===== config.mk =====
export PLATFORM = sky130hd
export DESIGN_NAME = gpr_wport_arb_flat
export DESIGN_NICKNAME = d
export VERILOG_FILES = /design/src/rtl/gpr_wport_arb_if.sv /design/src/rtl/gpr_wport_arb.sv /design/src/flat_wrapper.sv
export SDC_FILE = /design/constraint.sdc
export NUM_CORES = 1
export LEC_CHECK = 0
export BUFFER_PORTS_ARGS = -buffer_cell sky130_fd_sc_hd__buf_2
export CAP_MARGIN = 30
export CORE_ASPECT_RATIO = 1.25
export CORE_UTILIZATION = 55
export DETAILED_ROUTE_END_ITERATION = 10
export PLACE_DENSITY = 0.83
export SLEW_MARGIN = 20
export SYNTH_ARGS = -nofsm -noshare
export SYNTH_HDL_FRONTEND = slang
export SYNTH_SLANG_ARGS = --single-unit

===== constraint.sdc =====
create_clock -name clk_in -period 5.2 [get_ports clk_in]
set_input_delay 0.26 -clock clk_in [delete_from_list [all_inputs] [get_ports clk_in]]
set_output_delay 0.26 -clock clk_in [all_outputs]
set_load 0.01 [all_outputs]

===== src/rtl/gpr_wport_arb_if.sv =====
// rtl/gpr_wport_arb_if.sv - GPR write-port arbiter bus: WB request, secondary handshake, GPR write bus
interface gpr_wport_arb_if #(
   parameter int MAX_GPR = 32,
   parameter int RSZ     = 32
);
   logic               cpu_halt;
   logic               wb_wr;
   logic [4:0]         wb_addr;
   logic [RSZ-1:0]     wb_data;
   logic               wb_stall;
   logic               sec_valid;
   logic               sec_rdy;
   logic [4:0]         sec_addr;
   logic [RSZ-1:0]     sec_data;
   logic               Rd_wr;
   logic [4:0]         Rd_addr;
   logic [RSZ-1:0]     Rd_data;
   logic [MAX_GPR-1:0] pend_mask;

   modport master (
      output cpu_halt, wb_wr, wb_addr, wb_data, sec_valid, sec_addr, sec_data,
      input  wb_stall, sec_rdy, Rd_wr, Rd_addr, Rd_data, pend_mask
   );

   modport slave (
      input  cpu_halt, wb_wr, wb_addr, wb_data, sec_valid, sec_addr, sec_data,
      output wb_stall, sec_rdy, Rd_wr, Rd_addr, Rd_data, pend_mask
   );
endinterface


===== src/rtl/gpr_wport_arb.sv =====
// rtl/gpr_wport_arb.sv - GPR write-port arbiter between WB and a 2-entry secondary FIFO
module gpr_wport_arb #(
   parameter int MAX_GPR    = 32,
   parameter int RSZ        = 32,
   parameter int STARVE_LIM = 4
) (
   input logic               clk_in,
   input logic               reset_in,
   gpr_wport_arb_if.slave    bus
);
   localparam int SW = $clog2(STARVE_LIM + 1);

   logic [1:0]         r_vld;
   logic               r_rd_ptr;
   logic               r_wr_ptr;
   logic [4:0]         r_addr [2];
   logic [RSZ-1:0]     r_data [2];
   logic [SW-1:0]      r_starve;
   logic [MAX_GPR-1:0] r_pend;
   logic               r_rd_wr;
   logic [4:0]         r_rd_addr;
   logic [RSZ-1:0]     r_rd_data;

   logic               w_wbq;
   logic               w_sec_ok;
   logic               w_fifo_ne;
   logic               w_sec_rdy;
   logic               w_push;
   logic               w_force;
   logic               w_sec_gnt;
   logic               w_wb_gnt;
   logic [4:0]         w_head_addr;
   logic [RSZ-1:0]     w_head_data;
   logic [1:0]         w_vld_nxt;
   logic [4:0]         w_addr_nxt [2];
   logic [MAX_GPR-1:0] w_pend_nxt;

   assign w_wbq     = bus.wb_wr & ~bus.cpu_halt & (bus.wb_addr != 5'd0)
                    & ({1'b0, bus.wb_addr} < 6'(MAX_GPR));
   assign w_sec_ok  = (bus.sec_addr != 5'd0) & ({1'b0, bus.sec_addr} < 6'(MAX_GPR));
   assign w_fifo_ne = |r_vld;
   assign w_sec_rdy = ~reset_in & ~(&r_vld);
   assign w_push    = bus.sec_valid & w_sec_rdy & w_sec_ok;

   assign w_head_addr = r_addr[r_rd_ptr];
   assign w_head_data = r_data[r_rd_ptr];
   assign w_force     = (r_starve == SW'(STARVE_LIM));

   // Matching head address goes first so the older write to that register lands before WB's
   assign w_sec_gnt = ~reset_in & w_fifo_ne
                    & (~w_wbq | w_force | (bus.wb_addr == w_head_addr));
   assign w_wb_gnt  = ~reset_in & w_wbq & ~w_sec_gnt;

   // FIFO occupancy after this cycle's push/pop, used for the registered pending mask
   always_comb begin
      w_vld_nxt     = r_vld;
      w_addr_nxt[0] = r_addr[0];
      w_addr_nxt[1] = r_addr[1];
      w_pend_nxt    = '0;
      if (w_sec_gnt) w_vld_nxt[r_rd_ptr] = 1'b0;
      if (w_push) begin
         w_vld_nxt[r_wr_ptr]  = 1'b1;
         w_addr_nxt[r_wr_ptr] = bus.sec_addr;
      end
      for (int s = 0; s < 2; s++) begin
         for (int g = 0; g < MAX_GPR; g++) begin
            if (w_vld_nxt[s] && (w_addr_nxt[s] == 5'(g))) w_pend_nxt[g] = 1'b1;
         end
      end
   end

   always_ff @(posedge clk_in) begin
      if (reset_in) begin
         r_vld     <= '0;
         r_rd_ptr  <= 1'b0;
         r_wr_ptr  <= 1'b0;
         r_starve  <= '0;
         r_pend    <= '0;
         r_rd_wr   <= 1'b0;
         r_rd_addr <= '0;
         r_rd_data <= '0;
      end else begin
         r_vld  <= w_vld_nxt;
         r_pend <= w_pend_nxt;
         if (w_push) begin
            r_addr[r_wr_ptr] <= bus.sec_addr;
            r_data[r_wr_ptr] <= bus.sec_data;
            r_wr_ptr         <= ~r_wr_ptr;
         end
         if (w_sec_gnt) r_rd_ptr <= ~r_rd_ptr;

         if (w_sec_gnt || !w_fifo_ne) r_starve <= '0;
         else if (w_wb_gnt && !w_force) r_starve <= r_starve + 1'b1;

         r_rd_wr <= w_wb_gnt | w_sec_gnt;
         if (w_wb_gnt) begin
            r_rd_addr <= bus.wb_addr;
            r_rd_data <= bus.wb_data;
         end else if (w_sec_gnt) begin
            r_rd_addr <= w_head_addr;
            r_rd_data <= w_head_data;
         end
      end
   end

   assign bus.wb_stall  = w_wbq & w_sec_gnt;
   assign bus.sec_rdy   = w_sec_rdy;
   assign bus.Rd_wr     = r_rd_wr;
   assign bus.Rd_addr   = r_rd_addr;
   assign bus.Rd_data   = r_rd_data;
   assign bus.pend_mask = r_pend;
endmodule


===== src/flat_wrapper.sv =====
// flat-port wrapper written by rule: the top's interface ports become plain ports
module gpr_wport_arb_flat 
#(
   parameter int MAX_GPR    = 32,
   parameter int RSZ        = 32,
   parameter int STARVE_LIM = 4
)
  (clk_in, reset_in, bus_cpu_halt, bus_wb_wr, bus_wb_addr, bus_wb_data, bus_sec_valid, bus_sec_addr, bus_sec_data, bus_wb_stall, bus_sec_rdy, bus_Rd_wr, bus_Rd_addr, bus_Rd_data, bus_pend_mask);
  gpr_wport_arb_if #(.MAX_GPR(MAX_GPR), .RSZ(RSZ)) bus_i ();
  input logic clk_in;
  input logic reset_in;
  input wire logic [$bits(bus_i.cpu_halt)-1:0] bus_cpu_halt;
  input wire logic [$bits(bus_i.wb_wr)-1:0] bus_wb_wr;
  input wire logic [$bits(bus_i.wb_addr)-1:0] bus_wb_addr;
  input wire logic [$bits(bus_i.wb_data)-1:0] bus_wb_data;
  input wire logic [$bits(bus_i.sec_valid)-1:0] bus_sec_valid;
  input wire logic [$bits(bus_i.sec_addr)-1:0] bus_sec_addr;
  input wire logic [$bits(bus_i.sec_data)-1:0] bus_sec_data;
  output wire logic [$bits(bus_i.wb_stall)-1:0] bus_wb_stall;
  output wire logic [$bits(bus_i.sec_rdy)-1:0] bus_sec_rdy;
  output wire logic [$bits(bus_i.Rd_wr)-1:0] bus_Rd_wr;
  output wire logic [$bits(bus_i.Rd_addr)-1:0] bus_Rd_addr;
  output wire logic [$bits(bus_i.Rd_data)-1:0] bus_Rd_data;
  output wire logic [$bits(bus_i.pend_mask)-1:0] bus_pend_mask;
  assign bus_i.cpu_halt = bus_cpu_halt;
  assign bus_i.wb_wr = bus_wb_wr;
  assign bus_i.wb_addr = bus_wb_addr;
  assign bus_i.wb_data = bus_wb_data;
  assign bus_i.sec_valid = bus_sec_valid;
  assign bus_i.sec_addr = bus_sec_addr;
  assign bus_i.sec_data = bus_sec_data;
  assign bus_wb_stall = bus_i.wb_stall;
  assign bus_sec_rdy = bus_i.sec_rdy;
  assign bus_Rd_wr = bus_i.Rd_wr;
  assign bus_Rd_addr = bus_i.Rd_addr;
  assign bus_Rd_data = bus_i.Rd_data;
  assign bus_pend_mask = bus_i.pend_mask;
  gpr_wport_arb #(.MAX_GPR(MAX_GPR), .RSZ(RSZ), .STARVE_LIM(STARVE_LIM)) u_core (.clk_in(clk_in), .reset_in(reset_in), .bus(bus_i));
endmodule

==> results.sh <==
export IMPL_clk_pin_slew_ns=0.06
export IMPL_drt_wirelength_per_cell_um=17.9
export IMPL_drv_cap=0
export IMPL_drc_errors=0
export IMPL_vias=5066
export IMPL_port_buffers=150
export IMPL_fin_setup_tns_ns=0
export IMPL_antenna_found_initial=0
export IMPL_cts_setup_buffers=0
export IMPL_grt_use_total_pct=25.0
export IMPL_path_class="flip-flop to primary output"
export IMPL_netlist_area_mm2=0.00657
export IMPL_synth_warnings=0
export IMPL_reg2regPathDepth=7
export IMPL_period_minus_slack_ns=3.45
export IMPL_layout_area_seq_mm2=0.00378
export IMPL_fin_nets=777
export IMPL_ys_seq_area_share_pct=57.6
export IMPL_synthArstFlopShare_pct=0
export IMPL_hold_buffers=0
export IMPL_synth_area_per_cell_um2=11.7
export IMPL_cp_arrival_ns=3.19
export IMPL_grt_setup_unrepaired="no"
export IMPL_total_power_w=0.00286
export IMPL_syn_nets=642
export IMPL_vias_per_cell=5.82
export IMPL_die_w_um=99.8
export IMPL_num_rows=44
export IMPL_grt_pass1_wl_um=23900
export IMPL_fillers=847
export IMPL_cts_resized=0
export IMPL_cts_root_buf="clkbuf_16"
export IMPL_r2r_end="u_core.bus.Rd_data[2]"
export IMPL_clock_sinks=152
export IMPL_numCtsBuffers=17
export IMPL_antenna_left=0
export IMPL_finalClockSkew_ns=0.00868
export IMPL_crit_path_max_incr_delay_ns=0.93
export IMPL_ioPinCount=151
export IMPL_htreeDepth=4
export IMPL_hp_class="input pin to flip-flop"
export IMPL_grt_max_degree=60
export IMPL_reg2reg_setup_slack_ns=2.12
export IMPL_clock_latency_ns=0.42
export IMPL_grt_pass1_vias=4943
export IMPL_max_slew_worst_pin_slew_ns=0.924
export IMPL_die_y_um=124
export IMPL_hold_viol_final=0
export IMPL_synthToLayoutAreaGrowth_pct=21.3
export IMPL_drive_above_1_share_pct=33.1
export IMPL_ys_types=52
export IMPL_clockBufferDepth=2
export IMPL_synth_cells=561
export IMPL_synth_edff_count=74
export IMPL_start_util_pct=56.6
export IMPL_dp_cells=837
export IMPL_core_mm2=0.0116
export IMPL_holdWs_ns=0.0307
export IMPL_cpMaxStageDelayCell="dfxtp_2"
export IMPL_multi_input_area_mm2=0.00255
export IMPL_max_freq_mhz=290
export IMPL_instances_no_fill=870
export IMPL_cp_cell_sequence="mux2i_1 > xnor2_1 > nor3_4 > a31o_2 > buf_16 > nor2b_1 > buf_2"
export IMPL_worst_ep_required_time_ns=4.94
export IMPL_antennaDiodeCount=0
export IMPL_powerDensity_mw_per_mm2=359
export IMPL_grt_overflow_total=0
export IMPL_ys_flop_type="dfxtp_1"
export IMPL_gp_routability_congestion=0.891
export IMPL_finalSetupViolations=0
export IMPL_cts_tree="built"
export IMPL_drtPass1Iterations=5
export IMPL_fin_crit_sh_pct=66.4
export IMPL_drtIter0Drc=363
export IMPL_cp_max_fo=37
export IMPL_wl_um=15600
export IMPL_die_area_mm2=0.0124
export IMPL_setup_worst_path_end="bus_wb_stall"
export IMPL_slew_violations=0
export IMPL_power_leakage_nw=3.17
export IMPL_crit_path_end_kind="primary output"
export IMPL_status="complete, no violations"
export IMPL_place_hpwl_um=10300
export IMPL_slew_headroom_pct=38.4
export IMPL_irDropWorstVdd_uv=216
export IMPL_synth_seq_cells=152
export IMPL_cp_start_kind="flip-flop"
## flip-flops by register name, summed over array words and instances, names as in the netlist, named ones only
register,count
u_core.r_wr_ptr,1
u_core.bus.Rd_data,32
u_core.bus.Rd_wr,1
u_core.r_data,64
u_core.r_starve,3
u_core.bus.pend_mask,32
u_core.r_addr,10
u_core.bus.Rd_addr,5
u_core.r_rd_ptr,1
u_core.r_vld,2
## worst min-delay path by stage
stage	from	to	cells after the start
global route	bus_sec_data[14]	u_core.r_data[1][14]	1
CTS	bus_sec_data[14]	u_core.r_data[0][14]	1
finish	bus_sec_data[14]	u_core.r_data[1][14]	1
floorplan	bus_sec_addr[0]	u_core.r_addr[0][0]	0
global placement	bus_sec_data[7]	u_core.r_data[0][7]	1
detailed placement	bus_sec_data[14]	u_core.r_data[1][14]	1
## critical path: cells and delay by family, from the launching register on
| family | cells | cell delay [ns] |
|---|---|---|
| multiplexers | 1 | 0.39 |
| flip-flops | 1 | 0.93 |
| buffers and inverters | 2 | 0.37 |
| XOR/XNOR | 1 | 0.16 |
| AO/OA/AOI/OAI | 1 | 0.48 |
| AND/OR/NAND/NOR | 2 | 0.43 |
## placed cells by master (no fill, tap or decap), types with 3 or more instances in the layout
master      count
a211oi_1       10
a21oi_1        22
a31oi_1         6
a32o_1          4
and2_1          7
buf_2         150
clkbuf_16      17
clkinv_2        4
clkinvlp_4      4
dfxtp_1        77
edfxtp_1       74
inv_1          13
mux2_2         32
mux2i_1        37
nand2_1        47
nand2b_1       11
nand3_1        13
nor2_1         28
nor2b_1         4
nor3_1         21
nor4_1          4
o22ai_1        32
o311ai_4        3
o31a_1          6
o31ai_1        32
or3_1           3
xnor2_1         7
## cell type report
type / instances / share of cell area [%]
clock inverters: 12 / 1.27
flip-flops and latches: 152 / 47.5
repair buffers: 154 / 10.2
well taps: 161 / 2.53
clock buffers: 20 / 5.73
multi-input cells: 355 / 32.0
inverters: 16 / 0.785
## cell families after synthesis
group | synth area share [%]
flops | 57.6
simple gates | 11.4
compound gates | 14.7
mux | 11.3
buf+inv | 3.73
xor+xnor | 0.933
fa+ha+maj | 0.381
## layer usage
metal	up-vias	part of all wire, %	global-route usage, %
met5	-	0	0
met4	0	2.7	10.9
met3	43	7.2	5.74
met2	253	50	43.5
met1	2398	40	29.2
li1	2372	-	-
## cells in the mapped netlist, types with 3 or more instances
library cell	n	area, µm²
edfxtp_1	74	2220
dfxtp_1	78	1560
o31a_1	6	52.6
nand3_1	13	65.1
nand2b_1	11	68.8
or3_1	3	18.8
xnor2_1	7	61.3
nor4_1	4	25.0
nand2_1	47	176
mux2_2	32	360
a21oi_1	22	110
o311ai_4	3	78.8
o31ai_1	32	240
a31oi_1	6	37.5
clkbuf_1	19	71.3
nor2b_1	4	25.0
inv_1	13	48.8
nor3_1	21	105
a32o_1	4	40.0
o22ai_1	32	200
nor2_1	28	105
mux2i_1	37	370
buf_2	14	70.1
and2_1	7	43.8
a211oi_1	10	75.1
## report_power, final
group	switching, W	internal, W	leakage, nW	total [W]
clock network	0.000473	0.000680	0.266	0.00115
registers	0.0000471	0.00132	1.32	0.00137
logic	0.000191	0.000148	1.59	0.000338
total	0.000710	0.00215	3.17	0.00286
## per-stage QoR
step	util [%]	setup WS, ns	cell area (µm²)
final	68.6	1.75	7970
after global routing	68.6	1.49	7970
after CTS	68.4	1.51	7940
after detailed placement	63.6	1.88	7380
after global placement	63.4	2.00	7360
after floorplan	-	2.26	6570
(Power assumes the default switching activity.)
